`config.mk`:
```
export PLATFORM = sky130hd
export DESIGN_NAME = counter_step_decoder_flat
export DESIGN_NICKNAME = d
export VERILOG_FILES = /design/src/rtl/counter_step_decoder_pkg.sv /design/src/rtl/counter_step_decoder_if.sv /design/src/rtl/counter_step_decoder_step_classifier.sv /design/src/rtl/counter_step_decoder.sv /design/src/flat_wrapper.sv
export SDC_FILE = /design/constraint.sdc
export NUM_CORES = 1
export LEC_CHECK = 0
export CAP_MARGIN = 10
export CORE_MARGIN = 3
export CORE_UTILIZATION = 35
export CTS_BUF_LIST = sky130_fd_sc_hd__clkbuf_8 sky130_fd_sc_hd__clkbuf_16
export DETAILED_ROUTE_END_ITERATION = 6
export PLACE_DENSITY = 0.62
export REMOVE_ABC_BUFFERS = 1
export SETUP_SLACK_MARGIN = 0.05
export SYNTH_ARGS = -nofsm -noshare
export SYNTH_HDL_FRONTEND = slang
export SYNTH_SLANG_ARGS = --single-unit
```
`constraint.sdc`:
```
create_clock -name clk -period 2.5 [get_ports clk]
set_input_delay 0.375 -clock clk [delete_from_list [all_inputs] [get_ports clk]]
set_output_delay 0.375 -clock clk [all_outputs]
set_load 0.01 [all_outputs]
```
`src/rtl/counter_step_decoder_pkg.sv`:
```
// Shared types and default sizes for the counter step decoder.
package counter_step_pkg;

  localparam int DEF_WIDTH  = 4;
  localparam int DEF_LCNT_W = 8;

  typedef enum logic [0:0] {
    INIT,
    TRACK
  } state_e;

  typedef enum logic [2:0] {
    EV_NONE,
    EV_HOLD,
    EV_UP,
    EV_DN,
    EV_LOAD
  } ev_e;

endpackage

```
`src/rtl/counter_step_decoder_if.sv`:
```
// Observation bus of the step decoder: sampled count in, decoded events out.
// run_len exists only when COUNTER_STEP_DECODER_RUNLEN_EN is defined.
interface counter_step_decoder_if #(
  parameter int WIDTH  = counter_step_pkg::DEF_WIDTH,
  parameter int LCNT_W = counter_step_pkg::DEF_LCNT_W
) ();
  logic              sample_en;
  logic [WIDTH-1:0]  count_in;
  logic              dir_up;
  logic              step_up;
  logic              step_dn;
  logic              hold;
  logic              load_det;
  logic              wrap;
  logic              dir_chg;
  logic [LCNT_W-1:0] load_cnt;
  logic              primed;
`ifdef COUNTER_STEP_DECODER_RUNLEN_EN
  logic [15:0]       run_len;
`endif

  modport master (
    output sample_en, count_in,
    input  dir_up, step_up, step_dn, hold, load_det, wrap, dir_chg, load_cnt, primed
`ifdef COUNTER_STEP_DECODER_RUNLEN_EN
    , input run_len
`endif
  );

  modport slave (
    input  sample_en, count_in,
    output dir_up, step_up, step_dn, hold, load_det, wrap, dir_chg, load_cnt, primed
`ifdef COUNTER_STEP_DECODER_RUNLEN_EN
    , output run_len
`endif
  );
endinterface

```
`src/rtl/counter_step_decoder_step_classifier.sv`:
```
// Combinational decode of one sample against the previous one: modular diff
// mapped to hold / +1 / -1 / jump, with wrap across max<->0.
module step_classifier
  import counter_step_pkg::*;
#(
  parameter int WIDTH = DEF_WIDTH
) (
  input  logic             valid_i,
  input  logic [WIDTH-1:0] prev_i,
  input  logic [WIDTH-1:0] cur_i,
  output ev_e              ev_o,
  output logic             wrap_o
);
  localparam logic [WIDTH-1:0] ONE = WIDTH'(1);
  localparam logic [WIDTH-1:0] MAX = '1;

  logic [WIDTH-1:0] diff;
  assign diff = cur_i - prev_i;

  // +1 is tested before -1 so a 1-bit counter resolves toggles as step up
  always_comb begin
    ev_o   = EV_NONE;
    wrap_o = 1'b0;
    if (valid_i) begin
      if (diff == '0) begin
        ev_o = EV_HOLD;
      end else if (diff == ONE) begin
        ev_o   = EV_UP;
        wrap_o = (prev_i == MAX);
      end else if (diff == MAX) begin
        ev_o   = EV_DN;
        wrap_o = (prev_i == '0);
      end else begin
        ev_o = EV_LOAD;
      end
    end
  end
endmodule

```
`src/rtl/counter_step_decoder.sv`:
```
// Recovers up/down/load activity of a counter from its output stream.
// Optional run-length output: define COUNTER_STEP_DECODER_RUNLEN_EN.
module counter_step_decoder
  import counter_step_pkg::*;
#(
  parameter int WIDTH  = DEF_WIDTH,
  parameter int LCNT_W = DEF_LCNT_W
) (
  input logic                    clk,
  input logic                    reset,
  counter_step_decoder_if.slave  bus
);
  state_e            state_q, state_d;
  logic [WIDTH-1:0]  prev_q, prev_d;
  logic              dir_up_q, dir_up_d;
  logic              step_up_q, step_up_d, step_dn_q, step_dn_d;
  logic              hold_q, hold_d, load_det_q, load_det_d;
  logic              wrap_q, wrap_d, dir_chg_q, dir_chg_d;
  logic [LCNT_W-1:0] load_cnt_q, load_cnt_d;
  logic              primed_q, primed_d;
  ev_e               ev;
  logic              ev_wrap;

  function automatic logic [LCNT_W-1:0] sat_inc_lcnt(input logic [LCNT_W-1:0] v);
    return (v == '1) ? v : v + LCNT_W'(1);
  endfunction

  step_classifier #(.WIDTH(WIDTH)) u_cls (
    .valid_i (bus.sample_en && (state_q == TRACK)),
    .prev_i  (prev_q),
    .cur_i   (bus.count_in),
    .ev_o    (ev),
    .wrap_o  (ev_wrap)
  );

  always_comb begin
    state_d    = state_q;
    prev_d     = prev_q;
    dir_up_d   = dir_up_q;
    load_cnt_d = load_cnt_q;
    primed_d   = primed_q;
    step_up_d  = 1'b0;
    step_dn_d  = 1'b0;
    hold_d     = 1'b0;
    load_det_d = 1'b0;
    wrap_d     = 1'b0;
    dir_chg_d  = 1'b0;
    if (bus.sample_en) begin
      prev_d = bus.count_in;
      if (state_q == INIT) begin
        primed_d = 1'b1;
        state_d  = TRACK;
      end else begin
        step_up_d  = (ev == EV_UP);
        step_dn_d  = (ev == EV_DN);
        hold_d     = (ev == EV_HOLD);
        load_det_d = (ev == EV_LOAD);
        wrap_d     = ev_wrap;
        dir_chg_d  = (step_up_d && !dir_up_q) || (step_dn_d && dir_up_q);
        if (step_up_d) dir_up_d = 1'b1;
        if (step_dn_d) dir_up_d = 1'b0;
        if (load_det_d) load_cnt_d = sat_inc_lcnt(load_cnt_q);
      end
    end
  end

  always_ff @(posedge clk) begin
    if (reset) begin
      state_q    <= INIT;
      prev_q     <= '0;
      dir_up_q   <= 1'b1;
      step_up_q  <= 1'b0;
      step_dn_q  <= 1'b0;
      hold_q     <= 1'b0;
      load_det_q <= 1'b0;
      wrap_q     <= 1'b0;
      dir_chg_q  <= 1'b0;
      load_cnt_q <= '0;
      primed_q   <= 1'b0;
    end else begin
      state_q    <= state_d;
      prev_q     <= prev_d;
      dir_up_q   <= dir_up_d;
      step_up_q  <= step_up_d;
      step_dn_q  <= step_dn_d;
      hold_q     <= hold_d;
      load_det_q <= load_det_d;
      wrap_q     <= wrap_d;
      dir_chg_q  <= dir_chg_d;
      load_cnt_q <= load_cnt_d;
      primed_q   <= primed_d;
    end
  end

  assign bus.dir_up   = dir_up_q;
  assign bus.step_up  = step_up_q;
  assign bus.step_dn  = step_dn_q;
  assign bus.hold     = hold_q;
  assign bus.load_det = load_det_q;
  assign bus.wrap     = wrap_q;
  assign bus.dir_chg  = dir_chg_q;
  assign bus.load_cnt = load_cnt_q;
  assign bus.primed   = primed_q;

`ifdef COUNTER_STEP_DECODER_RUNLEN_EN
  logic [15:0] run_len_q, run_len_d;
  logic        after_load_q, after_load_d;

  function automatic logic [15:0] sat_inc_rl(input logic [15:0] v);
    return (v == 16'hFFFF) ? v : v + 16'd1;
  endfunction

  // A run restarts on a reversal or on the first step following a jump
  always_comb begin
    run_len_d    = run_len_q;
    after_load_d = after_load_q;
    if (load_det_d) begin
      after_load_d = 1'b1;
    end else if (step_up_d || step_dn_d) begin
      after_load_d = 1'b0;
      run_len_d    = (dir_chg_d || after_load_q) ? 16'd1 : sat_inc_rl(run_len_q);
    end
  end

  always_ff @(posedge clk) begin
    if (reset) begin
      run_len_q    <= '0;
      after_load_q <= 1'b0;
    end else begin
      run_len_q    <= run_len_d;
      after_load_q <= after_load_d;
    end
  end

  assign bus.run_len = run_len_q;
`endif
endmodule

```
`src/flat_wrapper.sv`:
```
// flat-port wrapper written by rule: the top's interface ports become plain ports
module counter_step_decoder_flat import counter_step_pkg::*;
#(
  parameter int WIDTH  = DEF_WIDTH,
  parameter int LCNT_W = DEF_LCNT_W
)
  (clk, reset, bus_sample_en, bus_count_in, bus_dir_up, bus_step_up, bus_step_dn, bus_hold, bus_load_det, bus_wrap, bus_dir_chg, bus_load_cnt, bus_primed);
  counter_step_decoder_if #(.WIDTH(WIDTH), .LCNT_W(LCNT_W)) bus_i ();
  input logic clk;
  input logic reset;
  input wire logic [$bits(bus_i.sample_en)-1:0] bus_sample_en;
  input wire logic [$bits(bus_i.count_in)-1:0] bus_count_in;
  output wire logic [$bits(bus_i.dir_up)-1:0] bus_dir_up;
  output wire logic [$bits(bus_i.step_up)-1:0] bus_step_up;
  output wire logic [$bits(bus_i.step_dn)-1:0] bus_step_dn;
  output wire logic [$bits(bus_i.hold)-1:0] bus_hold;
  output wire logic [$bits(bus_i.load_det)-1:0] bus_load_det;
  output wire logic [$bits(bus_i.wrap)-1:0] bus_wrap;
  output wire logic [$bits(bus_i.dir_chg)-1:0] bus_dir_chg;
  output wire logic [$bits(bus_i.load_cnt)-1:0] bus_load_cnt;
  output wire logic [$bits(bus_i.primed)-1:0] bus_primed;
  assign bus_i.sample_en = bus_sample_en;
  assign bus_i.count_in = bus_count_in;
  assign bus_dir_up = bus_i.dir_up;
  assign bus_step_up = bus_i.step_up;
  assign bus_step_dn = bus_i.step_dn;
  assign bus_hold = bus_i.hold;
  assign bus_load_det = bus_i.load_det;
  assign bus_wrap = bus_i.wrap;
  assign bus_dir_chg = bus_i.dir_chg;
  assign bus_load_cnt = bus_i.load_cnt;
  assign bus_primed = bus_i.primed;
  counter_step_decoder #(.WIDTH(WIDTH), .LCNT_W(LCNT_W)) u_core (.clk(clk), .reset(reset), .bus(bus_i));
endmodule
```
Word level (Yosys, flattened, before mapping):

Index checks and enable logic that the tools add are counted.

* add/subtract/negate cells: 2
* equality and inequality tests: 8
* mux-type cells: 8
* bitwise gates (word level): 4
* reduce and logical (&&, ||, !) cells: 13

Operator list (number)
* 3-bit two-way mux: 4
* 8-bit by 1-bit adder with 8-bit output (second input constant): 1
* 4-bit == test (second input constant): 2
* 8-bit == test (second input constant): 1
* 4-bit zero test: 2
* 3-bit by 2-bit == test with 1-bit output (second input constant): 2
* 5-bit OR reduction: 1
* 4-bit by 1-bit == test with 1-bit output (second input constant): 1
* 1-bit two-way mux: 4
* 1-bit NOT: 4
* 4-bit AND reduction: 1
* 4-bit subtractor: 1
* 3-bit by 1-bit == test with 1-bit output (second input constant): 1
* 3-bit == test (second input constant): 1
* 1-bit logical AND: 3
* 3-bit AND reduction: 1
* 3-bit OR reduction: 1
* 2-bit AND reduction: 1
* 2-bit nonzero test: 1
* 1-bit zero test: 1
* 1-bit logical OR: 1

* register bits after elaboration: 21
* input port bits: 7
* output and inout bits: 16
* word-level logic and storage cells: 46

Logic depth before layout (Yosys ltp):

Gate-level depths: netlist (run 1).

* depth after elaboration: 9
* depth in mapped cells: 9
* depth with buffers taken out: 8

Modules after synthesis:

A second synthesis (run 1) with hierarchy kept.

* cells, all modules: 117
* area, all modules: 1077.3 µm²

Modules (own cells, without submodules)
* counter_step_decoder: instances 1, cells an instance 88, area an instance 844.6 µm², seq. area each 420.4 µm²
* step_classifier: instances 1, cells an instance 29, area an instance 232.7 µm², seq. area each 0.0 µm²

Least setup slack after synthesis (run 1):

No wires, ideal clock.

* kind: input to register
* start point: input bus_count_in[0]
* end point: register u_core.load_cnt_q[4], in the netlist u_core.bus.load_cnt[4]
* library setup time: 0.123 ns
* data arrival time: 2.208 ns
* required time: 2.377 ns
* slack: 0.169 ns
* stages on the path: 9
* path buffers: 1
* cell sequence: inv_1 > ha_1 > fa_1 > xor2_2 > nor3_2 > a21boi_2 > buf_6 > nor4_1 > mux2_1

* longest elaborated chain between the ends: 8
* elaborated cells between the ends (all ways): 10
* those cells by class: 1 x add/sub; 3 x eq/ne; 4 x mux; 2 x reduce/logical

RTL lines
* start: declaration: RTL line flat_wrapper.sv:12 `input wire logic [$bits(bus_i.count_in)-1:0] bus_count_in;`
* 4-bit subtractor *: RTL line counter_step_decoder_step_classifier.sv:18 `assign diff = cur_i - prev_i;`
* 4-bit == test: RTL line counter_step_decoder_step_classifier.sv:30 `end else if (diff == MAX) begin`
* 3-bit two-way mux: RTL line counter_step_decoder_step_classifier.sv:30
* 3-bit two-way mux: RTL line counter_step_decoder_step_classifier.sv:27 `end else if (diff == ONE) begin`
* 3-bit two-way mux *: RTL line counter_step_decoder_step_classifier.sv:25 `if (diff == '0) begin`
* 3-bit two-way mux *: RTL line counter_step_decoder_step_classifier.sv:24 `if (valid_i) begin`
* 3-bit == test *: RTL line counter_step_decoder.sv:57 `load_det_d = (ev == EV_LOAD);`
* 4-bit AND reduction (no line) *
* end signal: assignment: RTL line counter_step_decoder.sv:90 `load_cnt_q <= load_cnt_d;`
* end: declaration: RTL line counter_step_decoder.sv:19 `logic [LCNT_W-1:0] load_cnt_q, load_cnt_d;`

Every way passes the cells marked *; elsewhere a longest branch is shown, timed or not.
A chain may end at the register's enable or synchronous reset.

Final worst setup path (run 1):

* start point: input bus_count_in[1]
* end point: register u_core.load_cnt_q[0], in the netlist u_core.bus.load_cnt[0]

Same word-level chain as after synthesis.

==> impl_metrics.tcl, run 1 <==
set metrics [dict create \
    drive_above_1_share_pct 22.3 \
    ant_nets 0 \
    min_period_ns 2.38 \
    total_leakage_power_nw 0.632 \
    clk_latency_ns 0.26 \
    die_w_um 63.9 \
    cts_root_buffer "clkbuf_8" \
    post-route-util_pct 52.0 \
    wl_um 2570 \
    synth-seq-cells 21 \
    htreeDepth 1 \
    yosysUniqueCellTypes 46 \
    path_max_fanout 7 \
    critPathKind "primary input to register" \
    setup-tns-final_ns 0 \
    endpoint_kind "register" \
    cts_buffer_depth 2 \
    ys.flop_type "dfxtp_1" \
    crit_family "simple AND/OR/NAND/NOR gates" \
    grt_overflow 0 \
    numCtsBuffers 3 \
    dieHeight_um 63.9 \
    vias 1056 \
    antenna_found_initial 0 \
    met2_usage_pct 25.3 \
    tritoncts "built" \
    grt_pass1_vias 1027 \
    grt-busiest-layer "met2" \
    core_area_um2 3130 \
    timing_hold_violations_final 0 \
    area_delta_synth_final_pct 38.6 \
    grt_setup_unrepaired "false" \
    row_count 20 \
    io_pins 23 \
    synthArstFlopShare_pct 0 \
    regArea_um2 420 \
    met1_usage_pct 15.3 \
    io_buffer_count 22 \
    finalSetupViolCount 0 \
    clk_pin_slew_ns 0.07 \
    fin_crit_sh_pct 95.2 \
    grt_max_degree 14 \
    avgSynthCellArea_um2 9.25 \
    antennaDiodeCount 0 \
    worst-path-buf-inv 2 \
    met3_usage_pct 3.87 \
    p_per_area_nw_per_um2 469 \
    via_per_inst 5.03 \
    synthesis.instances 127 \
    drtIter0Drc 63 \
    skew_ns 0.00285 \
    slew_viol_final 0 \
    initial_utilization_pct 37.6 \
    multi_input_area_um2 727 \
    finalNetCount 179 \
    grtUsageTotal_pct 13.5 \
    ys.warnings.count 0 \
    status "completed" \
    dieArea_um2 4090 \
    synth_edf_count 0 \
    hp-class "register to register" \
    max_freq_mhz 420 \
    grt_pass1_wl_um 4480 \
    relSlewSlack_pct 67.2 \
    power.total_mw 0.764 \
    instances_no_fill 210 \
    r2r_setup_slack_ns 0.23 \
    dpl.hpwl_um 2110 \
    cp.arrival_ns 2.53 \
    finalWeightedCongestion 0.865 \
    yosysSeqAreaShare_pct 35.8 \
    crit_required_ns 2.65 \
    cp_slowest_cell "clkdlybuf4s50_1" \
    critical_path.cell_chain "clkdlybuf4s50_1, buf_4, ha_1, and3b_1, nor3_4, nor3_4, or3_4, mux2_4" \
    placed_cells 205 \
    start_kind "primary input" \
    fillerInstances 319 \
    drc_errors 0 \
    ir_worst_vdd_v 0.000233 \
    tightest_slew_ns 0.490 \
    cp_slowest_stage_delay_ns 0.42 \
    avgRoutedWirePerCell_um 12.3 \
    max_cap_viol_count 0 \
    cts.sinks 21 \
    crit_top_cell "nor3_4" \
    dr.pass1.iters 5 \
    syn_area_um2 1170 \
]
-- area by class of cell --
class / instances / share of cell area (%)
multi-input cells: 94 / 44.7
flip-flops and latches: 21 / 25.8
clock inverters: 1 / 0.231
repair buffers: 40 / 21.8
clock buffers: 3 / 2.54
well taps: 44 / 3.38
inverters: 7 / 1.61
-- state kept, by name (all words and copies together), names as in the netlist --
signal	flops
u_core.bus.dir_chg	1
u_core.bus.dir_up	1
u_core.bus.hold	1
u_core.bus.load_cnt	8
u_core.bus.load_det	1
u_core.bus.primed	1
u_core.bus.step_dn	1
u_core.bus.step_up	1
u_core.bus.wrap	1
u_core.prev_q	4
u_core.state_q	1
-- cell families (layout without fill, tap and decap cells) --
group | count (synthesis) | after routing | synth area share (%)
compound gates | 21 | 21 | 12.7
fa+ha+maj | 5 | 5 | 5.96
buf+inv | 12 | 51 | 4.69
xor+xnor | 4 | 4 | 3.62
simple gates | 55 | 55 | 28.5
mux | 9 | 9 | 8.73
flops | 21 | 21 | 35.8
-- worst min-delay path, delay by kind of cell, from the launching register on --
family,cells,cell delay [ns]
compound gates,1,0.04
simple gates,1,0.07
flops,1,0.34
-- cells in the final DEF (no fill, tap or decap), types with 2 or more instances in the layout --
cell type,instances
dfxtp_1,21
mux2_1,2
ha_1,2
and3_1,2
buf_4,18
a21oi_1,7
mux2_4,2
a211oi_1,2
mux2i_1,5
nor4_1,5
nor3_4,2
nand2_1,4
inv_1,8
nor3_1,4
clkbuf_8,3
nor2_1,13
nand4_1,3
xnor2_1,2
or4_1,2
clkdlybuf4s50_1,21
nor2b_1,5
nand3_1,4
nand2b_1,3
-- metrics by stage --
stage	cell area, µm²	setup WS (ns)	hold WS (ns)
floorplan	1150	0.106	0.444
global placement	1550	-0.345	0.456
detailed placement	1550	-0.416	0.469
CTS	1620	0.0906	0.493
global route	1630	0.0516	0.529
finish	1630	0.120	0.486
-- timing repair --
action	CTS	global route
pin swaps	4	2
setup buffers	1	0
hold buffers	0	0
setup endpoints to repair	9	4
gates resized for setup	6	1
hold endpoints to repair	0	0
-- Yosys cell counts, drive strengths merged, types with 2 or more instances --
| cell | count | area, µm² |
|---|---|---|
| a211oi | 2 | 15.0 |
| a21boi | 2 | 18.8 |
| a21oi | 8 | 43.8 |
| and3 | 2 | 12.5 |
| buf | 4 | 25.0 |
| dfxtp | 21 | 420 |
| ha | 4 | 50.1 |
| inv | 7 | 26.3 |
| mux2 | 4 | 52.6 |
| mux2i | 5 | 50.1 |
| nand2 | 5 | 18.8 |
| nand2b | 3 | 18.8 |
| nand3 | 4 | 20.0 |
| nand4 | 3 | 18.8 |
| nor2 | 13 | 48.8 |
| nor2b | 5 | 31.3 |
| nor3 | 7 | 62.6 |
| nor4 | 5 | 31.3 |
| nor4b | 2 | 23.8 |
| o21ai | 2 | 13.8 |
| or4 | 2 | 15.0 |
| xnor2 | 2 | 17.5 |
| xor2 | 2 | 25.0 |
-- layer usage --
metal / vias to the layer above / routed length [µm] / share of wire [%]
met5: - / 0 / 0
met4: 0 / 0 / 0
met3: 0 / 75 / 2.9
met2: 15 / 1330 / 52
met1: 505 / 1170 / 45
li1: 536 / - / -
-- power breakdown --
group | internal [mW] | total, mW | leakage, nW | switching, mW
Clock | 0.109 | 0.214 | 0.0269 | 0.104
Sequential | 0.344 | 0.354 | 0.171 | 0.00998
Combinational | 0.101 | 0.196 | 0.435 | 0.0952
-- final timing paths --
path              depth (start not counted)                                  end                            from
setup reg to reg                          7  u_core.bus.load_cnt[0]$_SDFFE_PP0P_   u_core.prev_q[0]$_SDFFE_PP0P_
setup / recovery                          8  u_core.bus.load_cnt[0]$_SDFFE_PP0P_                 bus_count_in[1]
hold / removal                            2       u_core.bus.primed$_SDFFE_PP0P_  u_core.bus.primed$_SDFFE_PP0P_
hold reg to reg                           2       u_core.bus.primed$_SDFFE_PP0P_  u_core.bus.primed$_SDFFE_PP0P_
(Power assumes the default switching activity.)
==> run 2: changes to the inputs <==
--- a/config.mk
+++ b/config.mk
@@ -11,8 +11,8 @@
 export CTS_BUF_LIST = sky130_fd_sc_hd__clkbuf_8 sky130_fd_sc_hd__clkbuf_16
 export DETAILED_ROUTE_END_ITERATION = 6
 export PLACE_DENSITY = 0.62
-export REMOVE_ABC_BUFFERS = 1
 export SETUP_SLACK_MARGIN = 0.05
+export SLEW_MARGIN = 30
 export SYNTH_ARGS = -nofsm -noshare
 export SYNTH_HDL_FRONTEND = slang
 export SYNTH_SLANG_ARGS = --single-unit
==> impl_metrics.tcl, run 2 (synthesis gave the netlist of run 1 again) <==
set metrics [dict create \
    dieArea_um2 4090 \
    fillerInstances 293 \
    antenna_found_initial 0 \
    hp-start "u_core.bus.primed$_SDFFE_PP0P_" \
    area_delta_synth_final_pct 37.7 \
    drc_errors 0 \
    regToRegStartpoint "u_core.prev_q[0]$_SDFFE_PP0P_" \
    drive_above_1_share_pct 23.0 \
    dpl.hpwl_um 2040 \
    avgRoutedWirePerCell_um 12.7 \
    worst_hold_slack_ns 0.486 \
    cts_root_buffer "clkbuf_8" \
    antennaDiodeCount 0 \
    core_area_um2 3130 \
    grt_max_degree 13 \
    ir_worst_vdd_v 0.000187 \
    critPathKind "primary input to register" \
    vias 1048 \
    top_layer "met4" \
    clk_latency_ns 0.27 \
    total_leakage_power_nw 0.626 \
    dieHeight_um 63.9 \
    skew_ns 0.00295 \
    cts.sinks 21 \
    hold_depth 2 \
    r2r_setup_slack_ns 0.28 \
    cp.arrival_ns 2.58 \
    finalWeightedCongestion 0.816 \
    htreeDepth 1 \
    io_pins 23 \
    regArea_um2 420 \
    drtIter0Drc 45 \
    grt_setup_unrepaired "false" \
    io_buffer_count 22 \
    dr.pass1.iters 4 \
    grt_pass1_wl_um 4690 \
    place_ws_ns -0.367 \
    grt_pass1_vias 1052 \
    path_max_fanout 7 \
    max_freq_mhz 420 \
    mostFrequentLayoutCells "clkdlybuf4s50_1, dfxtp_1, buf_4" \
    clk_pin_slew_ns 0.08 \
    r2r_cells 9 \
    finalNetCount 178 \
    multi_input_area_um2 723 \
    relSlewSlack_pct 69.7 \
    wl_met1_um 1190 \
    r2r_end "u_core.bus.load_cnt[3]$_SDFFE_PP0P_" \
    routed-wl-met3_um 90 \
    wl_um 2660 \
    status "completed" \
    initial_utilization_pct 37.6 \
    slew_viol_final 0 \
    largest_register_ffs 8 \
    placed_area_um2 1530 \
    setup_ws_ns 0.117 \
    power.total_mw 0.775 \
    start_kind "primary input" \
    grtUsageTotal_pct 14.5 \
    timing_hold_violations_final 0 \
    die_w_um 63.9 \
    wl_met2_um 1340 \
    tritoncts "built" \
    cts_buffer_depth 2 \
    p_per_area_nw_per_um2 479 \
    via_per_inst 5.01 \
    row_count 20 \
    crit_required_ns 2.70 \
    hp-class "register to register" \
    tightest_slew_ns 0.453 \
    ant_nets 0 \
    syn_nets 139 \
    endpoint_kind "register" \
    crit_start "bus_count_in[1]" \
    grt_overflow 0 \
    min_period_ns 2.38 \
    post-route-util_pct 51.7 \
    numCtsBuffers 3 \
    holdPathEnd "u_core.bus.primed$_SDFFE_PP0P_" \
    fin_crit_sh_pct 95.3 \
    max_cap_viol_count 0 \
    final_area_um2 1620 \
    finalSetupViolCount 0 \
]
[run 2: cell count changes in the layout (fill, tap and decap cells not counted), sizes merged]
cell | previous run | this run
clkinv | 0 | 1
inv | 8 | 7
buf | 18 | 17
[run 2: how the worst max path moves through the flow]
stage,to,slack (ns),depth (start not counted)
after floorplan,u_core.bus.load_cnt[4]$_SDFFE_PP0P_,0.17,9
after global routing,u_core.bus.load_cnt[3]$_SDFFE_PP0P_,0.05,9
after global placement,u_core.bus.load_cnt[0]$_SDFFE_PP0P_,-0.33,9
final,u_core.bus.load_cnt[3]$_SDFFE_PP0P_,0.12,9
after CTS,u_core.bus.load_cnt[3]$_SDFFE_PP0P_,0.13,8
after detailed placement,u_core.bus.load_cnt[4]$_SDFFE_PP0P_,-0.37,9
[run 2: cell type report]
class,instances,share of cell area (%)
clock inverters,1,0.309
flip-flops and latches,21,26.0
repair buffers,39,21.4
multi-input cells,94,44.7
clock buffers,3,2.55
inverters,7,1.62
well taps,44,3.40
[run 2: through the flow]
step / std cells / setup TNS [ns]
6_report: 209 / 0
3_5_place_dp: 203 / -2.80
2_1_floorplan: 127 / 0
4_1_cts: 209 / 0
3_3_place_gp: 203 / -2.59
5_1_grt: 209 / 0
[run 2: worst max-delay path, cell delays in order]
cell             delay, ns
clkdlybuf4s50_1       0.42
buf_4                 0.14
ha_1                  0.29
and3b_1               0.24
nor3_4                0.25
nor3_4                0.09
buf_4                 0.15
or4_1                 0.47
a21oi_1               0.14
[run 2: timing repair]
| item | CTS | global route |
|---|---|---|
| buffers inserted | 2 | 0 |
| hold buffers | 0 | 0 |
| gates resized for setup | 6 | 1 |
| setup endpoints to repair | 8 | 4 |
| pin swaps | 5 | 1 |
[run 2: layer usage]
layer	global-route usage, %	up-vias
li1	-	532
met1	16.9	484
met2	25.3	28
met3	2.28	4
met4	7.55	0
met5	0	-
[run 2: where the power goes]
group,internal (mW),leakage (nW),switching [mW]
sequential,0.344,0.171,0.00996
combinational,0.0945,0.430,0.0940
clock,0.111,0.0255,0.121
==> edit, RTL diff (flow settings as in run 2) <==
`DEF_LCNT_W`: 8 -> 9.
--- a/src/rtl/counter_step_decoder_pkg.sv
+++ b/src/rtl/counter_step_decoder_pkg.sv
@@ -4,3 +4,3 @@
   localparam int DEF_WIDTH  = 4;
-  localparam int DEF_LCNT_W = 8;
+  localparam int DEF_LCNT_W = 9;
 
Interface: changed (resized bus_load_cnt); port bits go from 23 to 24. The function was not compared with the original's and may differ.
==> edit against run 2 <==
Setup slack improved by 33 ps. Synthesized area decreased by 4.4%. Sequential cell count increased by 1. Cell area decreased by 2.0%. Register-to-register slack got worse by 130 ps. Highest routed layer unchanged. Wire length decreased by 6.4%. Total power increased by 9.5%. Sequential power increased by 4%.
==> edit: results (changes against run 2) <==
<table>
<tr><th>Metric</th><th>Value</th></tr>
<tr><th colspan="2">Clocking</th></tr>
<tr><td>CTS Buf Count</td><td>3 (unchanged)</td></tr>
<tr><th colspan="2">GRT</th></tr>
<tr><td>Largest net degree at the start of global routing</td><td>14 (was 13)</td></tr>
<tr><td>Vias in the first global route</td><td>986 (was 1052)</td></tr>
<tr><td>Global-route total usage across every layer</td><td>14.2% (was 14.5%)</td></tr>
<tr><td>Global-route wire length before repair</td><td>4550 microns (was 4690 microns)</td></tr>
<tr><th colspan="2">Worst setup path</th></tr>
<tr><td>WP data arrival</td><td>2540 ps (was 2580 ps)</td></tr>
<tr><td>Register-to-register path setup slack</td><td>150 ps (was 280 ps)</td></tr>
<tr><td>Highest fanout seen on the critical path</td><td>7 (unchanged)</td></tr>
<tr><th colspan="2">Finish</th></tr>
<tr><td>Flip-flop count of the largest register after layout</td><td>9 (was 8)</td></tr>
<tr><td>Total number of nets in the final design</td><td>176 (was 178)</td></tr>
<tr><td>Fill cell total of the finished layout</td><td>287 (was 293)</td></tr>
<tr><th colspan="2">Yosys</th></tr>
<tr><td>Main area contributors after synthesis</td><td>dfxtp_1 39%, ha_1 5.6%, mux2i_1 5.3% (was dfxtp_1 36%, ha_1 4.3%, mux2i_1 4.3%)</td></tr>
<tr><td>Mapped Nets</td><td>140 (was 139)</td></tr>
<tr><td>Sequential cell area fraction in the yosys report</td><td>39.2% (was 35.8%)</td></tr>
<tr><td>Yosys cell types</td><td>38 (was 46)</td></tr>
<tr><td>Top cells by instance count after synthesis</td><td>22 x dfxtp_1, 16 x nor2_1, 8 x inv_1 (was 21 x dfxtp_1, 13 x nor2_1, 7 x a21oi_1, 7 x inv_1)</td></tr>
<tr><th colspan="2">Run status</th></tr>
<tr><td>Outcome</td><td>complete, no violations (unchanged)</td></tr>
<tr><th colspan="2">Timing</th></tr>
<tr><td>Remaining max-slew budget at the tightest pin</td><td>72.4% (was 69.7%)</td></tr>
<tr><td>Setup skew after layout</td><td>8.64 ps (was 2.95 ps)</td></tr>
<tr><th colspan="2">Placement</th></tr>
<tr><td>Sum of net half-perimeters after detailed placement</td><td>1890 microns (was 2040 microns)</td></tr>
<tr><td>Routability congestion estimate from global placement</td><td>0.854 (was 0.816)</td></tr>
<tr><th colspan="2">Drt</th></tr>
<tr><td>Via count of the routed design</td><td>984 (was 1048)</td></tr>
<tr><td>Detailed Route Iter0 Violations</td><td>30 (was 45)</td></tr>
<tr><th colspan="2">Pwr</th></tr>
<tr><td>Worst VDD drop</td><td>0.473 mV (was 0.187 mV)</td></tr>
<tr><td>Static Leak</td><td>0.630 nW (was 0.626 nW)</td></tr>
</table>
-- edit: final timing paths --
path	from	to	cells past startpoint
max reg2reg	u_core.prev_q[2]	u_core.bus.load_cnt[0]	8
max	u_core.prev_q[2]	u_core.bus.load_cnt[0]	8
min	u_core.bus.primed	u_core.bus.primed	2
min reg2reg	u_core.bus.primed	u_core.bus.primed	2
-- edit: area by class of cell --
cell class	instances	share of cell area, %
Multi-Input combinational cell	90	40.9
Tap cell	42	3.31
Sequential cell	22	27.8
Timing Repair Buffer	38	21.6
Clock buffer	3	2.60
Inverter	8	1.89
Clock inverter	1	1.89
-- edit: power breakdown --
| group | switching (W) | internal [W] | total (W) |
|---|---|---|---|
| Clock | 0.000122 | 0.000214 | 0.000336 |
| Combinational | 0.0000686 | 0.0000770 | 0.000146 |
| Sequential | 0.00000798 | 0.000360 | 0.000368 |
-- edit: metrics by stage --
| step | hold slack (ps) | worst slack (ps) | util (%) | power [W] | instances |
|---|---|---|---|---|---|
| 2_1_floorplan | 473 | 80.0 | - | 0.000450 | 127 |
| 3_3_place_gp | 450 | -376 | 51.1 | 0.000511 | 199 |
| 3_5_place_dp | 475 | -461 | 51.1 | 0.000514 | 199 |
| 4_1_cts | 492 | 157 | 54.7 | 0.000857 | 204 |
| 5_1_grt | 495 | 54.9 | 54.7 | 0.000892 | 204 |
| 6_report | 482 | 150 | 54.7 | 0.000849 | 204 |
-- edit: worst reg2reg max path, stage by stage (launching register included) --
cell	delay, ps
dfxtp_1	380
inv_1	90
ha_4	250
and3b_1	170
or3_4	380
and3b_2	260
buf_6	150
or4_1	460
a21oi_1	130
-- edit: per-layer routing --
metal | global-route usage, % | vias up | part of all wire (%)
met5 | 0 | - | 0
met4 | 4.13 | 0 | 0.92
met3 | 3.96 | 4 | 3.5
met2 | 24.0 | 15 | 48
met1 | 17.5 | 446 | 48
li1 | - | 519 | -
-- edit: kinds of logic after synthesis --
kind of cell / share of synthesized area (%)
AND/OR/NAND/NOR: 27.4
flip-flops: 39.2
AO/OA/AOI/OAI: 10.8
buffers and inverters: 5.34
multiplexers: 8.35
adder cells (fa/ha/maj): 7.35
XOR/XNOR: 1.56
-- edit: what timing repair did --
action	CTS	global route
endpoints found under the setup margin	13	0
resized for setup	9	0
buffers inserted	1	0
